==> config.mk <==
export PLATFORM = sky130hd
export DESIGN_NAME = wb_sram_initiator
export DESIGN_NICKNAME = d
export VERILOG_FILES = /design/src/rtl/wb_init_pkg.sv /design/src/rtl/wb_init_timeout.sv /design/src/rtl/wb_sram_initiator.sv
export SDC_FILE = /design/constraint.sdc
export NUM_CORES = 1
export LEC_CHECK = 0
export ABC_CLOCK_PERIOD_IN_PS = 4800
export CELL_PAD_IN_SITES_DETAIL_PLACEMENT = 0
export CELL_PAD_IN_SITES_GLOBAL_PLACEMENT = 1
export CORE_MARGIN = 3
export CORE_UTILIZATION = 34
export CTS_CLUSTER_DIAMETER = 80
export DETAILED_ROUTE_END_ITERATION = 10
export PLACE_DENSITY_LB_ADDON = 0.1
export SLEW_MARGIN = 15
export SYNTH_ARGS = -nofsm -noshare
export SYNTH_HDL_FRONTEND = slang
export SYNTH_SLANG_ARGS = --single-unit
==> constraint.sdc <==
create_clock -name wb_clk_i -period 4.8 [get_ports wb_clk_i]
set_input_delay 0.48 -clock wb_clk_i [delete_from_list [all_inputs] [get_ports wb_clk_i]]
set_output_delay 0.48 -clock wb_clk_i [all_outputs]
set_load 0.005 [all_outputs]
==> src/rtl/wb_init_pkg.sv <==
// Shared types and bus geometry for the Wishbone initiator family.
package wb_init_pkg;

  localparam int unsigned WB_DW   = 32;
  localparam int unsigned WB_SELW = 4;
  localparam int unsigned WB_AW   = 32;

  typedef enum logic [1:0] {
    StIdle,
    StBus,
    StResp
  } wb_state_e;

endpackage

==> src/rtl/wb_init_timeout.sv <==
// Loadable up-counter with clear and enable; flags when the count equals a limit.
module wb_init_timeout #(
  parameter int unsigned W = 16
) (
  input  logic         clk,
  input  logic         rst_n,
  input  logic         clr,
  input  logic         load,
  input  logic [W-1:0] load_val,
  input  logic         en,
  input  logic [W-1:0] limit,
  output logic         expired
);

  logic [W-1:0] count_q;

  // Clear has priority over load, load over increment.
  always_ff @(posedge clk or negedge rst_n) begin
    if (!rst_n) begin
      count_q <= '0;
    end else if (clr) begin
      count_q <= '0;
    end else if (load) begin
      count_q <= load_val;
    end else if (en) begin
      count_q <= count_q + W'(1);
    end
  end

  assign expired = (count_q == limit);

endmodule

==> src/rtl/wb_sram_initiator.sv <==
// Wishbone classic single-beat master: one command in, one bus cycle, one response out.
module wb_sram_initiator
  import wb_init_pkg::*;
#(
  parameter int unsigned AW      = 9,
  parameter int unsigned TIMEOUT = 16,
  parameter int unsigned CNT_W   = 16
) (
  input  logic               wb_clk_i,
  input  logic               wb_rst_n_i,
  input  logic               cmd_valid_i,
  output logic               cmd_ready_o,
  input  logic               cmd_we_i,
  input  logic [AW-1:0]      cmd_adr_i,
  input  logic [WB_DW-1:0]   cmd_dat_i,
  input  logic [WB_SELW-1:0] cmd_sel_i,
  output logic               rsp_valid_o,
  input  logic               rsp_ready_i,
  output logic [WB_DW-1:0]   rsp_dat_o,
  output logic               rsp_err_o,
  output logic               wbm_cyc_o,
  output logic               wbm_stb_o,
  output logic               wbm_we_o,
  output logic [WB_AW-1:0]   wbm_adr_o,
  output logic [WB_DW-1:0]   wbm_dat_o,
  output logic [WB_SELW-1:0] wbm_sel_o,
  input  logic [WB_DW-1:0]   wbm_dat_i,
  input  logic               wbm_ack_i,
  output logic               busy_o,
  output logic [CNT_W-1:0]   txn_cnt_o
);

  // Counter only needs to reach TIMEOUT-1.
  localparam int unsigned    TO_W     = (TIMEOUT < 2) ? 1 : $clog2(TIMEOUT);
  localparam logic [TO_W-1:0] TO_LIMIT = TO_W'(TIMEOUT - 1);
  localparam bit             TO_EN    = (TIMEOUT != 0);

  wb_state_e state_q;
  logic      accept;
  logic      to_en;
  logic      to_expired;

  assign accept = (state_q == StIdle) && cmd_valid_i && cmd_ready_o;
  assign to_en  = (state_q == StBus) && !wbm_ack_i;

  wb_init_timeout #(
    .W (TO_W)
  ) u_timeout (
    .clk      (wb_clk_i),
    .rst_n    (wb_rst_n_i),
    .clr      (accept),
    .load     (1'b0),
    .load_val ({TO_W{1'b0}}),
    .en       (to_en),
    .limit    (TO_LIMIT),
    .expired  (to_expired)
  );

  // Control FSM; every output is a register updated here.
  always_ff @(posedge wb_clk_i or negedge wb_rst_n_i) begin
    if (!wb_rst_n_i) begin
      state_q     <= StIdle;
      cmd_ready_o <= 1'b1;
      rsp_valid_o <= 1'b0;
      rsp_dat_o   <= '0;
      rsp_err_o   <= 1'b0;
      wbm_cyc_o   <= 1'b0;
      wbm_stb_o   <= 1'b0;
      wbm_we_o    <= 1'b0;
      wbm_adr_o   <= '0;
      wbm_dat_o   <= '0;
      wbm_sel_o   <= '0;
      busy_o      <= 1'b0;
      txn_cnt_o   <= '0;
    end else begin
      unique case (state_q)
        StIdle: begin
          if (accept) begin
            wbm_we_o    <= cmd_we_i;
            wbm_adr_o   <= {{(WB_AW-AW){1'b0}}, cmd_adr_i};
            wbm_dat_o   <= cmd_dat_i;
            wbm_sel_o   <= cmd_sel_i;
            wbm_cyc_o   <= 1'b1;
            wbm_stb_o   <= 1'b1;
            cmd_ready_o <= 1'b0;
            busy_o      <= 1'b1;
            state_q     <= StBus;
          end
        end
        StBus: begin
          // Ack takes precedence over a timeout firing in the same cycle.
          if (wbm_ack_i) begin
            rsp_dat_o   <= wbm_we_o ? '0 : wbm_dat_i;
            rsp_err_o   <= 1'b0;
            txn_cnt_o   <= txn_cnt_o + CNT_W'(1);
            wbm_cyc_o   <= 1'b0;
            wbm_stb_o   <= 1'b0;
            rsp_valid_o <= 1'b1;
            state_q     <= StResp;
          end else if (TO_EN && to_expired) begin
            rsp_dat_o   <= '0;
            rsp_err_o   <= 1'b1;
            wbm_cyc_o   <= 1'b0;
            wbm_stb_o   <= 1'b0;
            rsp_valid_o <= 1'b1;
            state_q     <= StResp;
          end
        end
        StResp: begin
          if (rsp_ready_i) begin
            rsp_valid_o <= 1'b0;
            cmd_ready_o <= 1'b1;
            busy_o      <= 1'b0;
            state_q     <= StIdle;
          end
        end
        default: state_q <= StIdle;
      endcase
    end
  end

endmodule

==> impl_metrics.csv, run 1 <==
group,metric,value,unit
worst_setup_path,critical_path_peak_fanout,31,
synth,synth_area_per_cell,13.9,um^2
clocking,clk-insertion-delay-late,340,ps
timing,rsz_0062_raised_after_global_routing,"false",
flow_run,drv_cap,0,
synth,synth_enable_flop_cells,0,
clocking,clkTransAtPathRegs,70,ps
timing,tightestPinTransition,1070,ps
worst_setup_path,start_kind,"flip-flop",
placement,place.port_buffers,182,
synth,synthArstFlopShare,100,%
grt,antenna_found_initial,0,
routing,drt_iter0_markers,151,
floorplanning,dieHeight,118,um
clocking,clockRootBuffer,"sky130_fd_sc_hd__clkbuf_16",
floorplanning,start_util,35.1,%
synth,synth-seq-area-share,61.9,%
grt,first_pass_grt_wire_length,16800,um
layout,final_cells,657,
placement,dp_hpwl,7150,um
floorplanning,floorplan.rows,40,
synth,yosysWarnings,0,
layout,layout-area-overhead-vs-synth,51.6,%
pwr,power.share.clock,21.1,%
floorplanning,die_width,118,um
synth,synth-main-ff-cell,"sky130_fd_sc_hd__dfrtp_1",
clocking,clock-sinks,105,
floorplanning,io_pins,206,
timing,timing.final.crit_share,51.8,%
placement,gp_congestion,0.712,
routing,wl,10100,um
timing,timing.hold.ws,207,ps
clocking,hold_fix_buffers_cts,0,
clocking,tritoncts,"yes",
timing,totalNegativeSetupSlack,0,ps
pwr,comb_power_share,37.9,%
synth,postSynthRegisterBits,105,
pwr,netSwitchingPower,0.932,mW
pwr,leakage,2.80,nW
timing,fmax,403,MHz
grt,grt_overflow_total,0,
grt,track_usage,15.0,%
routing,ant_nets,0,
synth,netlist_instances,305,
worst_setup_path,worst-setup-path-type,"flip-flop to flip-flop",
routing,detail_route.vias_per_cell,4.55,
status,run_status,"finished clean",
pwr,power_frac_seq,41.0,%
grt,grt_pass1_vias,3142,
timing,timing_hold_violations_final,0,
worst_setup_path,timing.critical_path.required,5020,ps
placement,cell_count_after_placement,642,
worst_hold_path,class_of_the_tightest_hold_or_removal_check,"primary input to asynchronous set/reset pin",
pwr,p_int,2.58,mW
placement,placement.setup.worst_slack,2000,ps
clocking,ctsResizeCount,0,
routing,num_vias,2987,
synth,number_of_distinct_library_cell_variants_in_the_gate_level_netlist_after_synthesis,40,
timing,report.final.setup_viol,0,
worst_setup_path,cp-end-kind,"flip-flop",
pwr,power_density,545,nW/um^2
routing,routedWlPerCell,15.3,um
timing,slew_headroom,28.8,%
floorplanning,core_region_area,12100,um^2
clocking,cts.path.max_buffers,2,
timing,final.setup.worst_slack,2320,ps
clocking,cts_htree_levels,3,
synth,syn_area,4250,um^2
clocking,cts_made_buffers,9,
routing,drt_first_pass_iters,4,
timing,finalMaxSlewViolations,0,
layout,nNetsFinal,570,
pwr,vdd.ir_drop.worst,237,uV
floorplanning,die_area,13900,um^2
clocking,postCtsSetupRepairBufs,0,
pwr,power_switching_share,26.6,%
timing,skew,6.18,ps
layout,antenna_cells,0,
worst_setup_path,timing.critical_path.arrival,2710,ps
layout,drive_gt1_share,14.9,%
grt,grt_max_degree,64,
routing,route.detailed.drc,0,
timing,min_clock_period_post_route,2480,ps
==> synthesized netlist by cell type (2+ instances only) <==
cell / count / area, um^2
sky130_fd_sc_hd__a22o_1: 32 / 280
sky130_fd_sc_hd__and3_1: 2 / 12.5
sky130_fd_sc_hd__buf_2: 5 / 25.0
sky130_fd_sc_hd__buf_4: 24 / 180
sky130_fd_sc_hd__buf_6: 2 / 22.5
sky130_fd_sc_hd__clkbuf_1: 6 / 22.5
sky130_fd_sc_hd__dfrtp_1: 104 / 2600
sky130_fd_sc_hd__ha_1: 2 / 25.0
sky130_fd_sc_hd__inv_1: 2 / 7.51
sky130_fd_sc_hd__mux2_2: 46 / 518
sky130_fd_sc_hd__nand2_1: 13 / 48.8
sky130_fd_sc_hd__nand3_1: 6 / 30.0
sky130_fd_sc_hd__nand4_1: 3 / 18.8
sky130_fd_sc_hd__nor2_1: 12 / 45.0
sky130_fd_sc_hd__o21ai_0: 5 / 25.0
sky130_fd_sc_hd__xnor2_1: 10 / 87.6
sky130_fd_sc_hd__xor2_1: 8 / 70.1
==> layer usage <==
| layer | track usage [%] | vias up | wire (um) |
|---|---|---|---|
| met5 | 0 | - | 0 |
| met4 | 5.71 | 0 | 156 |
| met3 | 4.08 | 12 | 709 |
| met2 | 24.5 | 106 | 4930 |
| met1 | 19.0 | 1486 | 4260 |
| li1 | - | 1383 | - |
==> power by group through the flow <==
stage | clock network [mW] | registers (mW) | logic (mW)
after floorplan | 0 | 1.44 | 0.540
after global placement | 0 | 1.45 | 1.34
after detailed placement | 0 | 1.45 | 1.36
after CTS | 0.766 | 1.44 | 1.36
after global routing | 0.792 | 1.49 | 1.44
final | 0.739 | 1.44 | 1.33
==> flip-flops by register name, indices dropped and copies added, names as in the netlist, 2 cells and up <==
name               count
txn_cnt_o             16
wbm_sel_o              4
state_q                2
wbm_dat_o             32
u_timeout.count_q      4
wbm_adr_o              9
rsp_dat_o             32
==> layout by cell type (no fill, tap or decap), types with 2 or more instances in the layout <==
cell type	instances
sky130_fd_sc_hd__and3_1	2
sky130_fd_sc_hd__nand2_1	12
sky130_fd_sc_hd__clkbuf_16	9
sky130_fd_sc_hd__o21ai_0	5
sky130_fd_sc_hd__conb_1	23
sky130_fd_sc_hd__buf_4	3
sky130_fd_sc_hd__inv_1	2
sky130_fd_sc_hd__mux2_2	46
sky130_fd_sc_hd__nand4_1	3
sky130_fd_sc_hd__a22o_1	32
sky130_fd_sc_hd__nand3_1	6
sky130_fd_sc_hd__xor2_1	8
sky130_fd_sc_hd__nor2_1	11
sky130_fd_sc_hd__clkbuf_8	2
sky130_fd_sc_hd__ha_1	2
sky130_fd_sc_hd__clkdlybuf4s50_1	181
sky130_fd_sc_hd__xnor2_1	10
sky130_fd_sc_hd__clkbuf_1	2
sky130_fd_sc_hd__dfrtp_1	104
==> worst max-delay path, stage by stage, from the launching register on <==
cell and delay [ps]:
sky130_fd_sc_hd__dfrtp_1 530, sky130_fd_sc_hd__and2b_1 300, sky130_fd_sc_hd__nor3b_4 880, sky130_fd_sc_hd__buf_12 290, sky130_fd_sc_hd__mux2_2 360
==> stage by stage <==
stage / instance area (um^2) / power (mW) / utilization (%)
finish: 6440 / 3.51 / 53.2
global route: 6440 / 3.72 / 53.2
CTS: 6440 / 3.57 / 53.2
detailed placement: 6140 / 2.81 / 50.7
global placement: 6140 / 2.79 / 50.7
floorplan: 4330 / 1.98 / -
==> final cells by class <==
cell class              count  area, um^2
fillers                  1098        5670
flip-flops and latches    105        2630
repair buffers            185        1850
multi-input cells         182        1440
clock buffers              13         260
well taps                 168         210
clock inverters             2        37.5
inverters                   2        7.51
==> final timing paths <==
kind	endpoint	from	depth (start not counted)	slack (ps)
max	wbm_dat_o[21]	state_q[0]	4	2320
min	wbm_dat_o[11]	wb_rst_n_i	1	210
max reg2reg	wbm_dat_o[21]	state_q[0]	4	2320
min reg2reg	txn_cnt_o[15]	txn_cnt_o[15]	1	460
max in group asynchronous	rsp_dat_o[18]	wb_rst_n_i	2	3470
min in group wb_clk_i	txn_cnt_o[15]	txn_cnt_o[15]	1	460
==> cell families after synthesis <==
group,count (synthesis),synth area share (%)
adders and majority gates,2,0.589
AOI/OAI and AO/OA,41,7.89
muxes,47,12.4
DFF,105,61.9
xor gates and xnor gates,18,3.71
other,1,0.0883
buffers and inverters,40,6.39
and+or+nand+nor,51,7.04
No activity file was read; power rests on OpenSTA's default activity.
==> run 2, diff against run 1 <==
- ABC_CLOCK_PERIOD_IN_PS: 4800 -> 2350
- CORE_UTILIZATION: 34 -> 31
- clock period: 4.8 -> 2.35 ns (I/O delays scaled with it)
==> run 2 against run 1 <==
Compared with the run above: register-to-register slack got worse by 1800 ps; critical path depth unchanged; largest power group unchanged; die area is 9.2% higher; first-iteration DRC count fell by 19%; clock power is 95% higher; sequential cell count unchanged.
==> impl_metrics.csv, run 2 (synthesis results as in run 1) <==
group,metric,value,unit
routing,num_vias,2977,
floorplanning,core_region_area,13300,um^2
timing,totalNegativeSetupSlack,0,ps
floorplanning,die_width,123,um
pwr,comb_power_share,38.6,%
status,run_status,"finished clean",
clocking,ctsResizeCount,0,
clocking,cts_made_buffers,9,
worst_setup_path,critical_path_peak_fanout,20,
pwr,p_int,5.21,mW
grt,track_usage,13.7,%
worst_setup_path,cp-end-kind,"flip-flop",
timing,timing_hold_violations_final,0,
floorplanning,dieHeight,123,um
layout,final_core_utilization,48.6,%
routing,drt_iter0_markers,122,
layout,layout.cells.most_common_list,"181 x sky130_fd_sc_hd__clkdlybuf4s50_1, 104 x sky130_fd_sc_hd__dfrtp_1, 46 x sky130_fd_sc_hd__mux2_2, 32 x sky130_fd_sc_hd__a22o_1, 23 x sky130_fd_sc_hd__conb_1",
floorplanning,io_pins,206,
clocking,hold_fix_buffers_cts,1,
routing,route.detailed.drc,0,
pwr,power_switching_share,26.6,%
worst_setup_path,worst-setup-path-type,"flip-flop to flip-flop",
pwr,power_frac_seq,41.1,%
timing,min_clock_period_post_route,1880,ps
layout,reg_top3,"rsp_dat_o: 32 flops, wbm_dat_o: 32 flops, txn_cnt_o: 16 flops",
clocking,cts.path.max_buffers,2,
timing,finalMaxSlewViolations,0,
timing,slew_headroom,63.3,%
grt,grt_pass1_vias,3097,
floorplanning,die_area,15100,um^2
layout,final_cells,670,
placement,dp_hpwl,7320,um
clocking,clockRootBuffer,"sky130_fd_sc_hd__clkbuf_16",
worst_setup_path,timing.critical_path.arrival,2100,ps
grt,antenna_found_initial,0,
pwr,power_density,1100,nW/um^2
placement,cell_count_after_placement,654,
timing,skew,8.50,ps
grt,first_pass_grt_wire_length,16100,um
worst_setup_path,critical_path.max_stage_delay,520,ps
floorplanning,start_util,31.8,%
pwr,netSwitchingPower,1.89,mW
worst_setup_path,start_kind,"flip-flop",
layout,drive_gt1_share,15.4,%
placement,gp_congestion,0.687,
clocking,clk-insertion-delay-late,340,ps
layout,layout-area-overhead-vs-synth,52.5,%
clocking,postCtsSetupRepairBufs,0,
floorplanning,floorplan.rows,42,
timing,report.final.setup_viol,0,
grt,grt_max_degree,68,
pwr,leakage,2.82,nW
worst_setup_path,timing.critical_path.required,2570,ps
placement,placement.setup.worst_slack,352,ps
worst_setup_path,count_of_buffer_and_inverter_cells_on_the_critical_path,1,
pwr,power.share.clock,20.3,%
routing,wl,10300,um
timing,tightestPinTransition,550,ps
worst_hold_path,class_of_the_tightest_hold_or_removal_check,"primary input to asynchronous set/reset pin",
worst_setup_path,crit_chain,"and2b_1 -> nor3b_4 -> buf_4 -> mux2_2",
layout,layout_commonest_cell,"sky130_fd_sc_hd__clkdlybuf4s50_1",
clocking,clock-sinks,105,
routing,ant_nets,0,
layout,nNetsFinal,575,
layout,antenna_cells,0,
placement,place.port_buffers,182,
clocking,cts_htree_levels,3,
timing,fmax,532,MHz
clocking,clkTransAtPathRegs,70,ps
routing,detail_route.vias_per_cell,4.44,
clocking,tritoncts,"yes",
worst_setup_path,cp_top_delay_family,"simple AND/OR/NAND/NOR gates",
timing,timing.final.crit_share,80.0,%
routing,drt_first_pass_iters,3,
grt,grt_overflow_total,0,
worst_setup_path,critical_path.slowest_cell,"sky130_fd_sc_hd__dfrtp_1",
routing,routedWlPerCell,15.3,um
pwr,vdd.ir_drop.worst,443,uV
timing,rsz_0062_raised_after_global_routing,"false",
timing,final.setup.worst_slack,470,ps
flow_run,drv_cap,0,
## run 2: cell types whose count changed in the layout (fill, tap and decap cells not counted)
| cell | delta |
|---|---|
| sky130_fd_sc_hd__nand2_1 | +1 |
| sky130_fd_sc_hd__clkbuf_8 | -2 |
| sky130_fd_sc_hd__clkinv_2 | +3 |
| sky130_fd_sc_hd__clkinvlp_4 | -1 |
| sky130_fd_sc_hd__buf_4 | +3 |
| sky130_fd_sc_hd__dlygate4sd3_1 | +1 |
| sky130_fd_sc_hd__nand2_2 | -1 |
| sky130_fd_sc_hd__buf_12 | +1 |
## run 2: layout make-up
cell class                 instances  area, um^2
fill                            1262        6870
sequential                       105        2630
timing repair buffer             190        1910
multi-input combinational        182        1440
clock buffer                      11         233
tap                              176         220
clock inverter                     4        45.0
inverter                           2        7.51
## run 2: per-stage QoR
| stage | area [um^2] | hold WS, ps | power [mW] |
|---|---|---|---|
| final | 6480 | 411 | 7.11 |
| after global routing | 6480 | 457 | 7.61 |
| after CTS | 6480 | 419 | 7.25 |
| after detailed placement | 6190 | 253 | 5.75 |
| after global placement | 6190 | 250 | 5.71 |
| after floorplan | 4330 | -60.6 | 4.04 |
## run 2: worst paths after layout
| path | from | endpoint | slack, ps | cells after the start |
|---|---|---|---|---|
| max | state_q[0] | wbm_dat_o[18] | 470 | 4 |
| min | wb_rst_n_i | txn_cnt_o[14] | 410 | 2 |
| max reg2reg | state_q[0] | wbm_dat_o[18] | 470 | 4 |
| min reg2reg | txn_cnt_o[15] | txn_cnt_o[15] | 470 | 1 |
| max in group asynchronous | wb_rst_n_i | rsp_dat_o[26] | 1190 | 3 |
| min in group wb_clk_i | txn_cnt_o[15] | txn_cnt_o[15] | 470 | 1 |
## run 2: power groups by stage
stage / clock (mW) / sequential, mW / combinational [mW]
after detailed placement: 0 / 2.95 / 2.80
after global placement: 0 / 2.94 / 2.77
after global routing: 1.57 / 3.04 / 3.00
after CTS: 1.51 / 2.93 / 2.81
final: 1.44 / 2.92 / 2.75
after floorplan: 0 / 2.93 / 1.10
## run 2: layer usage
metal	vias up	wire [um]	GRT usage, %
li1	1388	-	-
met1	1443	4530	18.3
met2	135	4360	19.4
met3	11	1200	6.08
met4	0	166	5.40
met5	-	0	0
==> run 3, diff against run 2 <==
- ABC_CLOCK_PERIOD_IN_PS: 2350 -> 1550
- CORE_UTILIZATION: 31 -> 28
- clock period: 2.35 -> 1.55 ns (I/O delays scaled with it)
==> run 3 against run 2 <==
Compared with the run above: the flow now finishes with violations (negative setup slack); non-clock buffer count is 30 higher; total power is 65% higher; global-route usage is 0.69 points lower; critical path depth is 1 higher; fmax is 18% higher; design area is 7.5% higher; combinational power is 76% higher; first-iteration DRC count is 32% lower; die area is 10% higher; critical path type unchanged.
==> impl_metrics.csv, run 3 (synthesis results as in run 1) <==
group,metric,value,unit
floorplanning,floorplan.rows,44,
floorplanning,dieHeight,129,um
timing,fmax,626,MHz
grt,track_usage,13.0,%
timing,report.final.setup_viol,46,
clocking,clockRootBuffer,"sky130_fd_sc_hd__clkbuf_16",
pwr,leakage,3.12,nW
layout,area_taken_by_multi_input_logic_gates,1530,um^2
timing,skew,6.05,ps
worst_setup_path,setup.worst_path.start,"cmd_ready_o",
timing,tightestPinTransition,579,ps
clocking,clock-sinks,105,
worst_setup_path,reg2reg_slack,-50,ps
floorplanning,start_util,28.9,%
placement,dp_hpwl,7410,um
routing,num_vias,3096,
floorplanning,io_pins,206,
worst_setup_path,cp-end-kind,"flip-flop",
grt,first_pass_grt_wire_length,16900,um
layout,num-fill-cells,1318,
layout,final_cells,709,
worst_setup_path,timing.critical_path.arrival,1840,ps
layout,drive_gt1_share,22.1,%
timing,min_clock_period_post_route,1600,ps
worst_setup_path,r2r-end,"wbm_adr_o[1]",
routing,detail_route.vias_per_cell,4.37,
routing,wl,11200,um
floorplanning,core_region_area,14700,um^2
flow_run,drv_cap,0,
routing,route.detailed.drc,0,
layout,layout_commonest_cell,"sky130_fd_sc_hd__clkdlybuf4s50_1",
clocking,clk-insertion-delay-late,350,ps
grt,grt_pass1_vias,3185,
layout,seq_area,2630,um^2
layout,layout.cells.most_common_list,"177 x sky130_fd_sc_hd__clkdlybuf4s50_1, 103 x sky130_fd_sc_hd__dfrtp_1, 32 x sky130_fd_sc_hd__mux2_2, 32 x sky130_fd_sc_hd__a22o_1, 25 x sky130_fd_sc_hd__buf_4",
clocking,tritoncts,"yes",
clocking,clkTransAtPathRegs,70,ps
timing,totalNegativeSetupSlack,-1440,ps
clocking,cts_made_buffers,9,
worst_setup_path,start_kind,"flip-flop",
layout,layout-area-overhead-vs-synth,64.0,%
timing,rsz_0062_raised_after_global_routing,"true",
grt,grt_overflow_total,0,
status,failed_checks,"negative setup slack",
clocking,cts_htree_levels,3,
timing,timing_hold_violations_final,0,
layout,reg_top3,"rsp_dat_o: 32 flops, wbm_dat_o: 32 flops, txn_cnt_o: 16 flops",
worst_setup_path,timing.reg2reg.worst_path_depth,5,
timing,finalMaxSlewViolations,0,
clocking,cts.path.max_buffers,2,
routing,drt_first_pass_iters,4,
floorplanning,die_width,129,um
layout,antenna_cells,0,
timing,final.setup.worst_slack,-48.6,ps
worst_setup_path,critical_path_peak_fanout,5,
placement,cell_count_after_placement,679,
layout,nNetsFinal,605,
grt,grt_max_degree,106,
timing,timing.final.crit_share,103,%
layout,final_core_utilization,47.4,%
placement,gp_congestion,0.709,
pwr,vdd.ir_drop.worst,990,uV
timing,timing.hold.ws,400,ps
worst_setup_path,regToRegStartpoint,"cmd_ready_o",
worst_setup_path,worst-setup-path-type,"flip-flop to flip-flop",
floorplanning,die_area,16700,um^2
worst_setup_path,timing.critical_path.required,1790,ps
worst_hold_path,class_of_the_tightest_hold_or_removal_check,"primary input to asynchronous set/reset pin",
pwr,power_density,1680,nW/um^2
routing,ant_nets,0,
routing,drt_iter0_markers,83,
routing,routedWlPerCell,15.8,um
timing,slew_headroom,61.4,%
status,run_status,"finished with violations",
grt,antenna_found_initial,0,
placement,place.port_buffers,182,
## run 3: cell count changes in the layout (fill, tap and decap cells not counted), sizes merged
cell,previous run,this run
buf,8,35
clkbuf,11,14
clkdlybuf4s50,181,177
clkinv,3,2
dlymetal6s2s,0,2
clkinvlp,0,1
bufinv,1,2
dlygate4sd2,0,2
## run 3: final cells by class
| cell class | instances | share of cell area, % |
|---|---|---|
| Clock buffer | 11 | 3.63 |
| Clock inverter | 5 | 1.11 |
| Inverter | 2 | 0.108 |
| Multi-Input combinational cell | 182 | 21.9 |
| Sequential cell | 105 | 37.8 |
| Tap cell | 184 | 3.30 |
| Timing Repair Buffer | 220 | 32.2 |
## run 3: where the power goes
part	switching, mW	internal [mW]	total (mW)	leakage, nW
Sequential	0.571	3.79	4.36	1.33
Combinational	1.51	3.33	4.84	1.63
Clock	1.01	1.50	2.51	0.162
## run 3: how the worst max path moves through the flow
stage               endpoint  slack (ps)  cells after the start
4_1_cts        wbm_dat_o[27]         -60                      4
5_1_grt        wbm_dat_o[29]        -140                      5
6_report        wbm_adr_o[1]         -50                      5
3_5_place_dp   wbm_dat_o[20]        -230                      5
2_1_floorplan  txn_cnt_o[15]         -20                      6
3_3_place_gp   wbm_dat_o[13]        -190                      5
## run 3: layer usage
metal | vias to the layer above | share of wire (%) | GRT usage, %
li1 | 1454 | - | -
met1 | 1510 | 43 | 15.9
met2 | 122 | 46 | 20.2
met3 | 10 | 9.6 | 6.92
met4 | 0 | 1.0 | 3.52
met5 | - | 0 | 0
## run 3: repair_timing
item / 4_1_cts / 5_1_grt
setup buffers: 1 / 7
hold endpoints to repair: 104 / 0
pin swaps: 1 / 3
resized for setup: 5 / 31
gates cloned: 0 / 5
hold buffers: 1 / 0
setup endpoints to repair: 67 / 86
## run 3: stage by stage
step,power [mW],area (um^2),setup WS [ps]
finish,11.7,6970,-48.6
CTS,11.5,6700,-62.9
detailed placement,8.86,6340,-233
floorplan,6.16,4350,-20.4
global placement,8.81,6340,-192
global route,12.4,6970,-138
## run 3: critical path, cell delays in order (launching register included)
cell and delay [ps]:
sky130_fd_sc_hd__dfstp_2 530, sky130_fd_sc_hd__inv_1 70, sky130_fd_sc_hd__nor3b_4 240, sky130_fd_sc_hd__buf_6 180
sky130_fd_sc_hd__buf_6 140, sky130_fd_sc_hd__mux2_2 330
